--- src/rtl/clean_pkg.sv ---
// Shared state codes and phase width for the drum self-clean sequencer.
package clean_pkg;

    localparam int PHASE_W = 3;

    localparam logic [PHASE_W-1:0] ST_IDLE  = 3'd0;
    localparam logic [PHASE_W-1:0] ST_FILL  = 3'd1;
    localparam logic [PHASE_W-1:0] ST_SCRUB = 3'd2;
    localparam logic [PHASE_W-1:0] ST_DRAIN = 3'd3;
    localparam logic [PHASE_W-1:0] ST_FAULT = 3'd7;

endpackage

--- src/rtl/clean_phase_timer.sv ---
// Phase cycle counter: clears on phase entry, counts while enabled and flags the terminal count.
module clean_phase_timer #(
    parameter int CNT_W = 8
) (
    input  logic             clk_i,
    input  logic             rst_ni,
    input  logic             clr_i,
    input  logic             en_i,
    input  logic [CNT_W-1:0] term_i,
    output logic             hit_o
);

    logic [CNT_W-1:0] cnt_q;
    logic [CNT_W-1:0] cnt_d;

    always_comb begin
        cnt_d = cnt_q;
        if (clr_i) begin
            cnt_d = '0;
        end else if (en_i) begin
            cnt_d = cnt_q + CNT_W'(1);
        end
    end

    always_ff @(posedge clk_i or negedge rst_ni) begin
        if (!rst_ni) begin
            cnt_q <= '0;
        end else begin
            cnt_q <= cnt_d;
        end
    end

    // Compares the current count, so the last cycle of a phase is the one where hit_o is high.
    assign hit_o = (cnt_q == term_i);

endmodule

--- src/rtl/auto_clean_sequencer.sv ---
// Drum self-clean controller: FILL -> SCRUB -> DRAIN plus optional rinse passes,
// with abort, quick/deep scrub and a drain-timeout fault.
module auto_clean_sequencer #(
    parameter int  CNT_W     = 8,
    parameter int  FILL_CYC  = 16,
    parameter int  SCRUB_CYC = 32,
    parameter int  RINSE_CYC = 8,
    parameter int  DRAIN_TO  = 64,
    parameter int  RINSE_MAX = 3,
    localparam int RINSE_W   = $clog2(RINSE_MAX + 1)
) (
    input  logic               clk_i,
    input  logic               rst_ni,
    input  logic               start_i,
    input  logic               abort_i,
    input  logic               deep_mode_i,
    input  logic [RINSE_W-1:0] rinse_req_i,
    input  logic               drum_empty_i,
    output logic               valve_on_o,
    output logic               motor_on_o,
    output logic               pump_on_o,
    output logic               busy_o,
    output logic [2:0]         phase_o,
    output logic               done_o,
    output logic               aborted_o,
    output logic               fault_o
);

    import clean_pkg::*;

    localparam int CNT_MAX = 2 ** CNT_W - 1;

    generate
        if ((2 * SCRUB_CYC - 1 > CNT_MAX) || (DRAIN_TO - 1 > CNT_MAX) ||
            (FILL_CYC - 1 > CNT_MAX) || (RINSE_CYC - 1 > CNT_MAX)) begin : g_cnt_w_check
            $error("auto_clean_sequencer: CNT_W too narrow for the configured phase lengths");
        end
    endgenerate

    localparam logic [CNT_W-1:0]   FILL_TERM  = CNT_W'(FILL_CYC - 1);
    localparam logic [CNT_W-1:0]   QUICK_TERM = CNT_W'(SCRUB_CYC - 1);
    localparam logic [CNT_W-1:0]   DEEP_TERM  = CNT_W'(2 * SCRUB_CYC - 1);
    localparam logic [CNT_W-1:0]   RINSE_TERM = CNT_W'(RINSE_CYC - 1);
    localparam logic [CNT_W-1:0]   DRAIN_TERM = CNT_W'(DRAIN_TO - 1);
    localparam logic [RINSE_W-1:0] RINSE_LIM  = RINSE_W'(RINSE_MAX);

    logic [PHASE_W-1:0] state_q, state_d;
    logic [RINSE_W-1:0] rinse_left_q, rinse_left_d;
    logic               pass_q, pass_d;
    logic               abort_flag_q, abort_flag_d;
    logic               deep_q, deep_d;
    logic               done_d, aborted_d;
    logic               valve_q, motor_q, pump_q, busy_q, done_q, aborted_q, fault_q;
    logic [RINSE_W-1:0] rinse_clamped;
    logic [CNT_W-1:0]   term;
    logic               timer_en;
    logic               hit;

    assign rinse_clamped = (rinse_req_i > RINSE_LIM) ? RINSE_LIM : rinse_req_i;
    assign timer_en      = (state_q == ST_FILL) || (state_q == ST_SCRUB) || (state_q == ST_DRAIN);

    always_comb begin
        term = FILL_TERM;
        case (state_q)
            ST_SCRUB: term = pass_q ? RINSE_TERM : (deep_q ? DEEP_TERM : QUICK_TERM);
            ST_DRAIN: term = DRAIN_TERM;
            default:  term = FILL_TERM;
        endcase
    end

    clean_phase_timer #(
        .CNT_W (CNT_W)
    ) u_timer (
        .clk_i  (clk_i),
        .rst_ni (rst_ni),
        .clr_i  (state_d != state_q),
        .en_i   (timer_en),
        .term_i (term),
        .hit_o  (hit)
    );

    always_comb begin
        state_d      = state_q;
        rinse_left_d = rinse_left_q;
        pass_d       = pass_q;
        abort_flag_d = abort_flag_q;
        deep_d       = deep_q;
        done_d       = 1'b0;
        aborted_d    = 1'b0;
        case (state_q)
            ST_IDLE: begin
                if (start_i && !abort_i) begin
                    state_d      = ST_FILL;
                    deep_d       = deep_mode_i;
                    rinse_left_d = rinse_clamped;
                    pass_d       = 1'b0;
                    abort_flag_d = 1'b0;
                end
            end
            ST_FILL, ST_SCRUB: begin
                if (abort_i) begin
                    state_d      = ST_DRAIN;
                    abort_flag_d = 1'b1;
                    rinse_left_d = '0;
                end else if (hit) begin
                    state_d = (state_q == ST_FILL) ? ST_SCRUB : ST_DRAIN;
                end
            end
            ST_DRAIN: begin
                // An empty drum on the timeout cycle still counts as a clean finish.
                if (drum_empty_i) begin
                    if (abort_flag_q) begin
                        state_d   = ST_IDLE;
                        aborted_d = 1'b1;
                    end else if (rinse_left_q != '0) begin
                        state_d      = ST_FILL;
                        rinse_left_d = rinse_left_q - RINSE_W'(1);
                        pass_d       = 1'b1;
                    end else begin
                        state_d = ST_IDLE;
                        done_d  = 1'b1;
                    end
                end else if (hit) begin
                    state_d = ST_FAULT;
                end
            end
            ST_FAULT: begin
                if (start_i) begin
                    state_d = ST_IDLE;
                end
            end
            default: state_d = ST_IDLE;
        endcase
    end

    always_ff @(posedge clk_i or negedge rst_ni) begin
        if (!rst_ni) begin
            state_q      <= ST_IDLE;
            rinse_left_q <= '0;
            pass_q       <= 1'b0;
            abort_flag_q <= 1'b0;
            deep_q       <= 1'b0;
            valve_q      <= 1'b0;
            motor_q      <= 1'b0;
            pump_q       <= 1'b0;
            busy_q       <= 1'b0;
            done_q       <= 1'b0;
            aborted_q    <= 1'b0;
            fault_q      <= 1'b0;
        end else begin
            state_q      <= state_d;
            rinse_left_q <= rinse_left_d;
            pass_q       <= pass_d;
            abort_flag_q <= abort_flag_d;
            deep_q       <= deep_d;
            valve_q      <= (state_d == ST_FILL);
            motor_q      <= (state_d == ST_SCRUB);
            pump_q       <= (state_d == ST_DRAIN);
            busy_q       <= (state_d != ST_IDLE);
            done_q       <= done_d;
            aborted_q    <= aborted_d;
            fault_q      <= (state_d == ST_FAULT);
        end
    end

    assign valve_on_o = valve_q;
    assign motor_on_o = motor_q;
    assign pump_on_o  = pump_q;
    assign busy_o     = busy_q;
    assign phase_o    = state_q;
    assign done_o     = done_q;
    assign aborted_o  = aborted_q;
    assign fault_o    = fault_q;

endmodule
--- config.mk ---
export PLATFORM = sky130hd
export DESIGN_NAME = auto_clean_sequencer
export DESIGN_NICKNAME = d
export VERILOG_FILES = /design/src/rtl/clean_pkg.sv /design/src/rtl/clean_phase_timer.sv /design/src/rtl/auto_clean_sequencer.sv
export SDC_FILE = /design/constraint.sdc
export NUM_CORES = 1
export LEC_CHECK = 0
export ABC_CLOCK_PERIOD_IN_PS = 3300
export CORE_MARGIN = 2
export CORE_UTILIZATION = 25
export CTS_CLUSTER_DIAMETER = 50
export CTS_CLUSTER_SIZE = 16
export DETAILED_ROUTE_END_ITERATION = 7
export PLACE_DENSITY_LB_ADDON = 0.1
export RECOVER_POWER = 100
export REMOVE_ABC_BUFFERS = 1
export SKIP_LAST_GASP = 1
export SLEW_MARGIN = 20
export SYNTH_ARGS = -nofsm -noshare
export SYNTH_HDL_FRONTEND = slang
export SYNTH_SLANG_ARGS = --single-unit
export TNS_END_PERCENT = 100
--- constraint.sdc ---
create_clock -name clk_i -period 3.3 [get_ports clk_i]
set_input_delay 0.66 -clock clk_i [delete_from_list [all_inputs] [get_ports clk_i]]
set_output_delay 0.66 -clock clk_i [all_outputs]
set_load 0.1 [all_outputs]
==> results.sh <==
export IMPL_syn_inst=136
export IMPL_met1_usage=0.167
export IMPL_hold_class="register to register"
export IMPL_critPathCaptureType="register"
export IMPL_fin_nets=163
export IMPL_max_freq_mhz=384
export IMPL_wl_um=2880
export IMPL_grt_pass1_wl_um=4800
export IMPL_die_w_um=75.8
export IMPL_dr_total_vias=1012
export IMPL_start_util=0.256
export IMPL_core_area_um2=5040
export IMPL_synth_cell_types=46
export IMPL_whs_path_depth=1
export IMPL_cts_tree="built"
export IMPL_fin_setup_tns_ps=0
export IMPL_cp_max_fo=18
export IMPL_hold_violations=0
export IMPL_yosysSeqAreaShare=0.447
export IMPL_cts_hold_buffers=0
export IMPL_drv_cap=0
export IMPL_drive_above_1_share=0.0658
export IMPL_peakVddDrop_mv=0.408
export IMPL_fin_skew_ps=4.61
export IMPL_path_clk_slew_ps=90
export IMPL_drt_initial_drc_count=71
export IMPL_routabilityCongestion=0.757
export IMPL_syn_avg_cell_area_um2=9.48
export IMPL_crit_slowest_cell="dfrtp_1"
export IMPL_areaGrowthSynthToFinish_pct=14.7
export IMPL_worst_r2r_cell_count=6
export IMPL_final_antenna_net_count=0
export IMPL_cts_htree_levels=1
export IMPL_busiest_layer="met1"
export IMPL_finalSetupViolations=0
export IMPL_cp_data_arrival_time_ps=2730
export IMPL_firstDrtPassIters=4
export IMPL_required_ps=3430
export IMPL_antenna_cells=0
export IMPL_ys_warn_count=0
export IMPL_wl_per_cell_um=13.0
export IMPL_vias_per_cell=4.56
export IMPL_final_cells=222
export IMPL_rsz0062_at_grt="no"
export IMPL_grt_pass1_vias=913
export IMPL_cts_num_sinks=23
export IMPL_grt_met3_usage=0.0278
export IMPL_die_area_um2=5740
export IMPL_worstSetupPathType="register to register"
export IMPL_synth_area_um2=1290
export IMPL_worstSetupStartpointType="register"
export IMPL_numCtsBuffers=3
export IMPL_r2r_start="phase_o[1]"
export IMPL_grt_overflow_total=0
export IMPL_async_reset_ff_frac=1.00
export IMPL_ys_ff_latch=23
export IMPL_antenna_found_initial=0
export IMPL_dp_cells=218
export IMPL_rows=26
export IMPL_die_h_um=75.8
export IMPL_clock_root_buffer="clkbuf_8"
export IMPL_place_port_buffers=17
export IMPL_pwr_density_cell_nw_per_um2=908
export IMPL_hpwl_um=2090
export IMPL_synth_main_ff_cell="dfrtp_1"
export IMPL_hold_slack_ps=509
export IMPL_clk_path_buf_depth=2
export IMPL_grt_max_degree=24
export IMPL_final_max_slew_violation_count=0
export IMPL_finalCritPeriodShare=0.789
export IMPL_r2r_end="u_timer.cnt_q[1]"
export IMPL_slew_headroom=0.140
export IMPL_critPathMaxStageDelay_ps=670
export IMPL_use_met2=0.157
export IMPL_num_io_pins=18
export IMPL_cts_repair_resized=0
export IMPL_path_cells="and2b_1, o22ai_1, nand3b_1, or2_0, a211oi_1, nor3_1"
export IMPL_synth_edf_count=0
export IMPL_fin_crit_ps=2600
export IMPL_worst_r2r_setup_slack_ps=700
export IMPL_route_detailed_drc=0
export IMPL_hp_start="deep_q"
export IMPL_worst_skew_pair_late_latency_ps=270
export IMPL_worst_pin_slew_ps=1290
export IMPL_whs_endpoint="deep_q"
export IMPL_grtUsageTotal=0.110
export IMPL_leakage_nw=0.595
export IMPL_status="finished, final reports clean"
export IMPL_post_cts_setup_buffer_count=0
[cells in the mapped netlist (2+ instances only)]
| cell | instances | area (µm²) |
|---|---|---|
| nand3_1 | 3 | 15.0 |
| clkbuf_1 | 4 | 15.0 |
| buf_2 | 2 | 10.0 |
| xnor2_1 | 2 | 17.5 |
| a31oi_1 | 2 | 12.5 |
| o31ai_1 | 2 | 15.0 |
| nor2b_1 | 2 | 12.5 |
| nor2_1 | 11 | 41.3 |
| nand2b_1 | 3 | 18.8 |
| ha_1 | 2 | 25.0 |
| a21oi_1 | 7 | 35.0 |
| nand2_1 | 10 | 37.5 |
| nand4_1 | 2 | 12.5 |
| o22ai_1 | 3 | 18.8 |
| and3_1 | 2 | 12.5 |
| inv_1 | 8 | 30.0 |
| o21ai_0 | 5 | 25.0 |
| o21ai_1 | 2 | 10.0 |
| dfrtp_1 | 23 | 576 |
| nand3b_1 | 2 | 15.0 |
| nor3_1 | 8 | 40.0 |
| xor2_1 | 5 | 43.8 |
| o211ai_1 | 3 | 22.5 |
[worst max-delay path by stage]
stage / start / slack [ps] / cells after the start / endpoint
6_report: phase_o[1] / 700 / 6 / u_timer.cnt_q[1]
5_1_grt: phase_o[1] / 420 / 6 / u_timer.cnt_q[1]
4_1_cts: phase_o[1] / 1030 / 6 / u_timer.cnt_q[1]
3_5_place_dp: abort_i / 860 / 7 / u_timer.cnt_q[1]
3_3_place_gp: abort_i / 870 / 7 / u_timer.cnt_q[0]
2_1_floorplan: phase_o[1] / 700 / 6 / motor_on_o
[final cells by class]
type,count,area [µm²]
clock inverters,1,7.51
flip-flops and latches,23,576
inverters,9,33.8
fillers,553,3560
well taps,70,87.6
repair buffers,18,111
clock buffers,3,41.3
multi-input cells,98,621
[stage by stage]
stage          cell area [µm²]   util  power (mW)  setup WS [ps]
2_1_floorplan             1260      -        1.04            704
3_3_place_gp              1500  0.298        1.22            866
3_5_place_dp              1500  0.298        1.22            860
4_1_cts                   1550  0.308        1.41           1030
5_1_grt                   1480  0.293        1.44            419
6_report                  1480  0.293        1.34            696
[cells by family after synthesis]
kind of cell / Yosys count / share of synthesized area
compound gates: 32 / 0.185
xor+xnor: 7 / 0.0476
fa+ha+maj: 2 / 0.0194
buf+inv: 15 / 0.0456
flops: 23 / 0.447
mux: 2 / 0.0165
simple gates: 55 / 0.239
[sequential cells by signal (all words and copies together), names as in the netlist]
register / count
motor_on_o: 1
valve_on_o: 1
deep_q: 1
done_o: 1
abort_flag_q: 1
fault_o: 1
pump_on_o: 1
aborted_o: 1
u_timer.cnt_q: 8
pass_q: 1
busy_o: 1
phase_o: 3
rinse_left_q: 2
[per-layer routing]
| metal | vias up | part of all wire |
|---|---|---|
| li1 | 510 | - |
| met1 | 487 | 0.53 |
| met2 | 13 | 0.43 |
| met3 | 2 | 0.032 |
| met4 | 0 | 0.0066 |
| met5 | - | 0 |
[power by group]
group / total (mW) / switching, mW / internal (mW)
clock: 0.184 / 0.0983 / 0.0855
sequential: 0.449 / 0.0886 / 0.360
combinational: 0.710 / 0.518 / 0.191
[layout by cell type, fill, tap and decap left out, drive strengths merged, types with 3 or more instances in the layout]
master / Yosys / final
nor3: 9 / 9
a21oi: 7 / 7
o31ai: 3 / 3
xor2: 5 / 5
nand3: 3 / 3
nor2: 11 / 11
o22ai: 3 / 3
o21ai: 8 / 8
clkdlybuf4s50: 0 / 5
a31oi: 3 / 3
clkbuf: 4 / 14
inv: 9 / 9
o211ai: 3 / 3
dfrtp: 23 / 23
nand2: 10 / 10
nand2b: 3 / 3
[critical path, delay by kind of cell, from the launching register on]
kind,cells,cell delay [ps]
AOI/OAI and AO/OA,2,780
DFF,1,670
and+or+nand+nor,4,1000
(Power assumes the default switching activity.)
